`src/rtl/control_unit_types_pkg.sv`:
```
// rtl/control_unit_types_pkg.sv - control unit state types and constants
package control_unit_types_pkg;

    // Default number of cycles a cache request may wait for dhit before err is raised
    localparam int MAX_WAIT_DEFAULT = 255;

    typedef enum logic [1:0] {
        IDLE   = 2'd0,
        ACCESS = 2'd1,
        DONE   = 2'd2,
        HALTED = 2'd3
    } mmstate_t;

endpackage

```
`src/rtl/cpu_types_pkg.sv`:
```
// rtl/cpu_types_pkg.sv - shared datapath word types
package cpu_types_pkg;

    localparam int WORD_W = 32;

    typedef logic [WORD_W-1:0] word_t;

endpackage

```
`src/rtl/sat_counter.sv`:
```
// rtl/sat_counter.sv - saturating up-counter with clear and terminal flag
module sat_counter #(
    parameter int MAX = 255,
    parameter int W   = $clog2(MAX + 1)
) (
    input  logic CLK,
    input  logic nRST,
    input  logic clr_i,
    input  logic en_i,
    output logic tc_o
);

    localparam logic [W-1:0] MAX_V = W'(MAX);
    localparam logic [W-1:0] ONE_V = W'(1);

    logic [W-1:0] count_q;
    logic [W-1:0] count_d;

    // Clear takes priority; clear together with enable restarts the count at 1
    always_comb begin
        count_d = count_q;
        if (clr_i) begin
            count_d = en_i ? ONE_V : '0;
        end else if (en_i && (count_q != MAX_V)) begin
            count_d = count_q + ONE_V;
        end
    end

    // Count register
    always_ff @(posedge CLK or negedge nRST) begin
        if (!nRST) begin
            count_q <= '0;
        end else begin
            count_q <= count_d;
        end
    end

    assign tc_o = (count_q == MAX_V);

endmodule

```
`src/rtl/mmstage_ctrl.sv`:
```
// rtl/mmstage_ctrl.sv - MEM stage data-cache access controller
module mmstage_ctrl
    import cpu_types_pkg::*;
    import control_unit_types_pkg::*;
#(
    parameter int MAX_WAIT = MAX_WAIT_DEFAULT
) (
    input  logic  CLK,
    input  logic  nRST,
    input  logic  dRENi,
    input  logic  dWENi,
    input  logic  halt,
    input  word_t ALUOut,
    input  word_t store,
    input  logic  pipe_en,
    input  logic  dhit,
    input  word_t dmemload,
    output logic  dmemREN,
    output logic  dmemWEN,
    output word_t dmemaddr,
    output word_t dmemstore,
    output logic  mm_stall,
    output word_t lddata,
    output logic  halt_out,
    output logic  err
);

    mmstate_t state_q, state_d;
    word_t    lddata_q, lddata_d;
    logic     halt_q, halt_d;
    logic     err_q, err_d;
    logic     req;
    logic     cnt_clr, cnt_en, cnt_tc;
    logic     addr_lsb_unused;

    // Word-aligned addressing: the byte offset is never sent to the cache
    assign addr_lsb_unused = ^ALUOut[1:0];

    sat_counter #(
        .MAX (MAX_WAIT)
    ) u_wait_cnt (
        .CLK   (CLK),
        .nRST  (nRST),
        .clr_i (cnt_clr),
        .en_i  (cnt_en),
        .tc_o  (cnt_tc)
    );

    // Request generation, next state, wait counting and sticky flag updates
    always_comb begin
        state_d   = state_q;
        lddata_d  = lddata_q;
        halt_d    = halt_q;
        cnt_clr   = 1'b1;
        cnt_en    = 1'b0;

        req       = (dRENi | dWENi) & ((state_q == IDLE) | (state_q == ACCESS));
        dmemWEN   = req & dWENi;
        dmemREN   = req & dRENi & ~dWENi;
        dmemaddr  = {ALUOut[31:2], 2'b00};
        dmemstore = store;
        mm_stall  = req & ~dhit;
        lddata    = ((state_q == IDLE) || (state_q == ACCESS)) ? dmemload : lddata_q;

        // A timeout is only meaningful while actually waiting on the cache
        err       = err_q | ((state_q == ACCESS) & cnt_tc);
        err_d     = err;

        if (dhit && dmemREN) begin
            lddata_d = dmemload;
        end

        case (state_q)
            IDLE: begin
                cnt_en = req & ~dhit;
                if (req) begin
                    if (!dhit) begin
                        state_d = ACCESS;
                    end else if (!pipe_en) begin
                        state_d = DONE;
                    end
                end else if (halt) begin
                    state_d = HALTED;
                    halt_d  = 1'b1;
                end
            end
            ACCESS: begin
                cnt_clr = 1'b0;
                cnt_en  = ~dhit;
                if (dhit) begin
                    state_d = pipe_en ? IDLE : DONE;
                end
            end
            DONE: begin
                // Hit already consumed; wait for the instruction to leave MEM
                if (pipe_en) begin
                    state_d = IDLE;
                end
            end
            HALTED: begin
                state_d = HALTED;
            end
            default: begin
                state_d = IDLE;
            end
        endcase
    end

    assign halt_out = halt_q;

    // State and sticky registers
    always_ff @(posedge CLK or negedge nRST) begin
        if (!nRST) begin
            state_q  <= IDLE;
            lddata_q <= '0;
            halt_q   <= 1'b0;
            err_q    <= 1'b0;
        end else begin
            state_q  <= state_d;
            lddata_q <= lddata_d;
            halt_q   <= halt_d;
            err_q    <= err_d;
        end
    end

endmodule
```
`config.mk`:
```
export PLATFORM = sky130hd
export DESIGN_NAME = mmstage_ctrl
export DESIGN_NICKNAME = d
export VERILOG_FILES = /design/src/rtl/control_unit_types_pkg.sv /design/src/rtl/cpu_types_pkg.sv /design/src/rtl/sat_counter.sv /design/src/rtl/mmstage_ctrl.sv
export SDC_FILE = /design/constraint.sdc
export NUM_CORES = 1
export LEC_CHECK = 0
export CORE_ASPECT_RATIO = 0.9
export CORE_MARGIN = 2
export CORE_UTILIZATION = 31
export CTS_BUF_LIST = sky130_fd_sc_hd__clkbuf_16
export DETAILED_ROUTE_END_ITERATION = 10
export GPL_ROUTABILITY_DRIVEN = 1
export PLACE_DENSITY = 0.81
export SLEW_MARGIN = 20
export SYNTH_ARGS = -nofsm -noshare
export SYNTH_HDL_FRONTEND = slang
export SYNTH_SLANG_ARGS = --single-unit
```
`constraint.sdc`:
```
create_clock -name CLK -period 1.5 [get_ports CLK]
set_input_delay 0.225 -clock CLK [delete_from_list [all_inputs] [get_ports CLK]]
set_output_delay 0.225 -clock CLK [all_outputs]
set_load 0.02 [all_outputs]
```
==> results of run 1 <==
==> flip-flops by register name, summed over array words and instances (netlist names) <==
signal and cells:
err_q 1, halt_out 1, state_q 2, lddata_q 32, u_wait_cnt.count_q 8
==> cell families (layout without fill, tap and decap cells) <==
family                   after synthesis  in the layout
AO/OA/AOI/OAI                         19             19
adder cells (fa/ha/maj)                1              1
buffers and inverters                 75            124
flip-flops                            44             44
multiplexers                          66             66
other                                  1              2
AND/OR/NAND/NOR                       32             32
==> metrics by stage <==
step / setup TNS, ns / worst slack (ns)
detailed placement: -19.26 / -0.3701
CTS: -10.82 / -0.2821
finish: -10.30 / -0.2162
global route: -12.94 / -0.2515
global placement: -17.84 / -0.3766
floorplan: 0 / 0.01528
==> cells in the mapped netlist, types with 2 or more instances <==
cell	count	share of area, %
o21ai_0	4	0.72
nor2b_1	3	0.67
mux2_2	64	26
a31oi_1	2	0.45
mux2i_1	2	0.72
nor3_1	2	0.36
nand2_1	7	0.94
buf_6	4	1.6
nor2_1	3	0.40
buf_2	5	0.90
nand2b_1	2	0.45
buf_4	64	17
or3_1	2	0.45
a21oi_1	3	0.54
and4_2	2	0.72
a211oi_1	2	0.54
dfrtp_1	44	40
==> metal layers <==
metal	wire length, microns	share of wire, %	vias up
met5	0	0	-
met4	238	3.6	0
met3	478	7.2	32
met2	3291	50	77
met1	2608	39	962
li1	-	-	864
==> repair_timing <==
item                       4_1_cts  5_1_grt
resized for setup              161       76
pin swaps                        3        7
hold endpoints to repair        18        0
setup endpoints to repair       70       70
buffers inserted                 3        7
hold buffers                     1        0
cloned                           2        1
==> layout make-up <==
type / instances / area, sq um / area share [%]
inverter: 1 / 3.754 / 0.09944
multi-input combinational: 120 / 1290 / 34.17
sequential: 44 / 1102 / 29.20
clock buffer: 5 / 125.1 / 3.315
timing repair buffer: 115 / 1092 / 28.94
tap: 119 / 148.9 / 3.944
clock inverter: 3 / 12.51 / 0.3315
==> power groups by stage <==
stage               clock [mW]  combinational, mW  sequential, mW
finish                    1.04               4.08            1.96
global route              1.14               4.31            2.02
CTS                       1.07               3.35            1.93
detailed placement           0               3.74            1.94
global placement             0               3.66            1.90
floorplan                    0               2.37            1.87
==> final timing paths <==
path,depth (start not counted),end,start,slack [ns]
min in group CLK,0,dmemaddr[3],ALUOut[3],0.45
worst max register to register,6,lddata_q[1]$_DFFE_PN0P_,state_q[1]$_DFFE_PN0P_,-0.21
worst min-delay path,2,lddata_q[20]$_DFFE_PN0P_,nRST,0.42
worst max-delay path,4,lddata[25],state_q[1]$_DFFE_PN0P_,-0.22
worst min register to register,1,halt_out$_DFFE_PN0P_,halt_out$_DFFE_PN0P_,0.47
max in group asynchronous,3,lddata_q[2]$_DFFE_PN0P_,nRST,0.57
==> flow_summary.ini, run 1 <==
[power]
power.net_switching_mw = 2.479
internal_power_mw = 4.592
power_density_nw_per_um2 = 1873
power_frac_clock_pct = 14.7
comb_power_share_pct = 57.7
power_switching_share_pct = 35.06
vdd_drop_max_mv = 0.9243
power_mw = 7.071
seqPwrFrac_pct = 27.7
leakage_nw = 1.761

[die]
die_w_microns = 103.8
rows = 32
dieArea_sq_um = 9747
start_util_pct = 32.16
die_h_microns = 93.86
coreArea_sq_um = 8648
io_pins = 204

[clock_tree]
path_clk_slew_ns = 0.06
cts_buffers = 5
cts_tree = yes
clock-sinks = 44
htreeDepth = 2
root_buffer = clkbuf_16
insertion_delay_ns = 0.28
clock_path_buffers = 2

[global_routing]
antenna_found_initial = 0
grtUsageMet2_pct = 21.60
busiest_layer = met2
grt_pass1_wl_microns = 10010
grtUsageMet1_pct = 14.58
grt_pass1_vias = 2012
groute.usage.overall_pct = 12.85
grt_overflow = 0
grt_start_max_net_pins = 27
use_met3_pct = 4.854

[synthesis]
netlist_instances = 238
syn-cell-area_sq_um = 2781
synth_top_family_by_area = multiplexers
ys_ff_latch = 44
synth-simple-area-share_pct = 8.322
async_flop_share_pct = 100.0
ys_warn_count = 0
synth_edf_count = 0
yosysSeqAreaShare_pct = 39.59
avgSynthCellArea_sq_um = 11.69
synth_mux_area_share_pct = 26.63
synth_compound_area_share_pct = 4.678
synth_cell_types = 40
yosys.area_share.xor_xnor_pct = 0
synth_fa_ha_area_share_pct = 0.4498
ys.flop_type = dfrtp_1

[timing]
fin_ws_ns = -0.2162
fin_crit_sh_pct = 114.4
hold_viol = 0
setup_viol = 66
finalMaxSlewViolations = 0
max_clock_freq_mhz = 582.7
holdWs_ns = 0.4243
fin_skew_ns = 0.005401
grt_setup_unrepaired = yes
fin_crit_ns = 1.716

[cells_and_area]
fillers = 838
area_growth_pct = 35.72
stdcell_count = 407
layout.nets = 391
n_antenna_cell = 0
final_common_cell = dfrtp_1
drive_above_1_share_pct = 56.60
fin_util_pct = 43.65
layout_common_cells = 43 x dfrtp_1, 38 x clkdlybuf4s50_1, 33 x mux2_2, 31 x mux2_4, 29 x buf_4
final_area_sq_um = 3775

[drt]
vias = 1935
detail_route.wl_per_cell_microns = 16.26
wl_microns = 6616
drt_iter0_drc = 58
via_per_inst = 4.754
drc = 0
drtPass1Iterations = 4
ant_nets = 0

[hold_path]
hp-class = in -> async

[job]
timing.max_cap.violations = 0

[worst_setup_path]
path_class = reg -> out
worst_ep_arrival_time_ns = 1.49
slowest_stage = dfrtp_2
crit_chain = buf_12 -> buf_4 -> mux2_2 -> buf_2
max_stage_delay_ns = 0.46
crit_buf_inv = 3
crit_required_ns = 1.27
path_max_fanout = 9
critPathLaunchType = flip-flop
cp-end-kind = primary output
crit_family = flip-flops

[placed_design]
placed_area_sq_um = 3371
hpwl_microns = 4484
port_buffers = 75
gp_congestion = 0.7580
dp.cells = 386

[run_status]
violations = negative setup slack
status = finished, violations left
No activity file was read; power rests on OpenSTA's default activity.
==> inputs of run 2 (changes only) <==
--- a/config.mk
+++ b/config.mk
@@ -12,7 +12,8 @@
 export DETAILED_ROUTE_END_ITERATION = 10
 export GPL_ROUTABILITY_DRIVEN = 1
 export PLACE_DENSITY = 0.81
-export SLEW_MARGIN = 20
+export REMOVE_ABC_BUFFERS = 1
+export SLEW_MARGIN = 10
 export SYNTH_ARGS = -nofsm -noshare
 export SYNTH_HDL_FRONTEND = slang
 export SYNTH_SLANG_ARGS = --single-unit
==> run 2 against run 1 <==
  * The flow still finishes with violations (negative setup slack)
  * Maximum frequency is 1.9% higher
  * Flip-flop and latch count is the same
  * Clock power is 19% higher
  * Core utilization hardly changed
  * Register-to-register slack improved by 0.04 ns
  * Cell area hardly changed
  * Count of clock-buffer cells in the layout stayed put
  * Critical path type unchanged
==> flow_summary.ini, run 2 (synthesis gave the netlist of run 1 again) <==
[cells_and_area]
n_antenna_cell = 0
fin_util_pct = 43.68
largest_register_ffs = 32
stdcell_count = 407
final_common_cell = dfrtp_1
area_growth_pct = 35.81
drive_above_1_share_pct = 57.29
top_register = lddata_q
top_regs = lddata_q: 32 flops, u_wait_cnt.count_q: 8 flops, state_q: 2 flops
layout.nets = 391
layout_common_cells = 43 x dfrtp_1, 37 x mux2_2, 35 x clkdlybuf4s50_1, 28 x buf_4, 27 x mux2_4

[power]
power_switching_share_pct = 34.60
comb_power_share_pct = 55.6
seqPwrFrac_pct = 27.0
internal_power_mw = 4.682
leakage_nw = 1.760
vdd_drop_max_mv = 0.7830
power.net_switching_mw = 2.477
power_frac_clock_pct = 17.4
power_density_nw_per_um2 = 1895

[timing]
fin_crit_ns = 1.684
finalMaxSlewViolations = 0
max_clock_freq_mhz = 593.8
setup_viol = 67
fin_ws_ns = -0.1839
fin_skew_ns = 0.008623
grt_setup_unrepaired = yes
hold_viol = 0
fin_crit_sh_pct = 112.3

[die]
coreArea_sq_um = 8648
die_w_microns = 103.8
io_pins = 204
dieArea_sq_um = 9747
die_h_microns = 93.86
rows = 32
start_util_pct = 32.16

[clock_tree]
clock_path_buffers = 2
htreeDepth = 2
cts_tree = yes
path_clk_slew_ns = 0.06
cts_buffers = 5
root_buffer = clkbuf_16
insertion_delay_ns = 0.28
clock-sinks = 44

[worst_setup_path]
timing.critical_path.mode_cell = buf_4
cp-end-kind = primary output
rr_worst_depth = 6
path_class = reg -> out
crit_chain = buf_4 -> buf_12 -> mux2_2 -> buf_4
slowest_stage = dfrtp_2
path_max_fanout = 11
crit_path_start = state_q[1]$_DFFE_PN0P_
crit_family = buffers and inverters
r2r-end = lddata_q[4]$_DFFE_PN0P_
max_stage_delay_ns = 0.40
critPathLaunchType = flip-flop
r2r_slack_ns = -0.17
crit_required_ns = 1.27
reg2reg_from = state_q[1]$_DFFE_PN0P_
crit_buf_inv = 3
worst_ep_arrival_time_ns = 1.46

[global_routing]
grt_overflow = 0
grt_pass1_wl_microns = 12230
grt_pass1_vias = 2057
antenna_found_initial = 0
grt_start_max_net_pins = 45
groute.usage.overall_pct = 16.73

[drt]
ant_nets = 0
wl_microns = 8508
met3_length_microns = 1454
vias = 1980
detail_route.wl_per_cell_microns = 20.90
met2WireLength_microns = 3848
via_per_inst = 4.865
drtPass1Iterations = 4
wl_met1_microns = 3110
drt_iter0_drc = 100
top_layer = met4
drc = 0

[run_status]
status = finished, violations left
violations = negative setup slack

[placed_design]
gp_congestion = 0.7940
port_buffers = 75
dp.cells = 388
hpwl_microns = 6323

[hold_path]
hp-class = in -> reg
hold_path_startpoint = dhit
hold-path-endpoint = state_q[1]$_DFFE_PN0P_
whs_path_depth = 3

[job]
timing.max_cap.violations = 0
run 2: changes by cell type in the layout (fill, tap and decap cells not counted), sizes merged:
cell and delta:
buf +1, bufinv +1, clkbuf -1, clkdlybuf4s50 -3
clkinv +1, dlymetal6s2s +3, inv -2
run 2: how the worst max path moves through the flow:
stage	endpoint	cells past startpoint	slack [ns]
final	lddata[30]	4	-0.18
after global routing	lddata_q[4]$_DFFE_PN0P_	6	-0.24
after CTS	lddata[19]	4	-0.19
after detailed placement	mm_stall	4	-0.36
after global placement	mm_stall	4	-0.34
after floorplan	lddata_q[0]$_DFFE_PN0P_	2	-0.91
run 2: cell type report:
cell class                 instances  area, sq um
timing repair buffer             115         1069
sequential                        44         1102
clock buffer                       5        125.1
fill                             831         4871
inverter                           1        3.754
tap                              119        148.9
clock inverter                     3        42.54
multi-input combinational        120         1286
run 2: metrics by stage:
stage	instance area, sq um	power [mW]	hold WS [ns]	worst slack [ns]	TNS, ns
after global routing	3777	7.568	0.4208	-0.2381	-13.33
after global placement	3378	5.536	0.2222	-0.3384	-19.35
after CTS	3511	6.656	0.4502	-0.1938	-7.826
final	3777	7.159	0.3990	-0.1839	-9.475
after floorplan	2227	3.921	-0.07059	-0.9109	-43.70
after detailed placement	3378	5.629	0.2297	-0.3608	-20.15
run 2: per-layer routing:
| metal | GRT usage (%) | vias up |
|---|---|---|
| met5 | 1.099 | - |
| met4 | 3.491 | 0 |
| met3 | 14.49 | 7 |
| met2 | 26.37 | 143 |
| met1 | 16.82 | 966 |
| li1 | - | 864 |
run 2: power by group through the flow:
stage / clock (mW) / combinational (mW) / sequential (mW)
finish: 1.24 / 3.98 / 1.93
global route: 1.35 / 4.22 / 2.00
CTS: 1.28 / 3.46 / 1.91
detailed placement: 0 / 3.68 / 1.95
global placement: 0 / 3.62 / 1.92
floorplan: 0 / 1.91 / 2.01
run 2: timing repair:
action / 4_1_cts / 5_1_grt
hold buffers: 1 / 0
endpoints found under the hold margin: 44 / 0
buffers inserted: 5 / 4
gates cloned: 2 / 1
gates resized for setup: 166 / 71
pin swaps: 3 / 10
endpoints found under the setup margin: 69 / 70
run 2: worst reg2reg max path: stages (launching register included):
cell,delay (ns)
dfrtp_2,0.44
buf_4,0.15
buf_6,0.13
nor3b_4,0.18
buf_6,0.16
buf_12,0.16
mux2_2,0.35
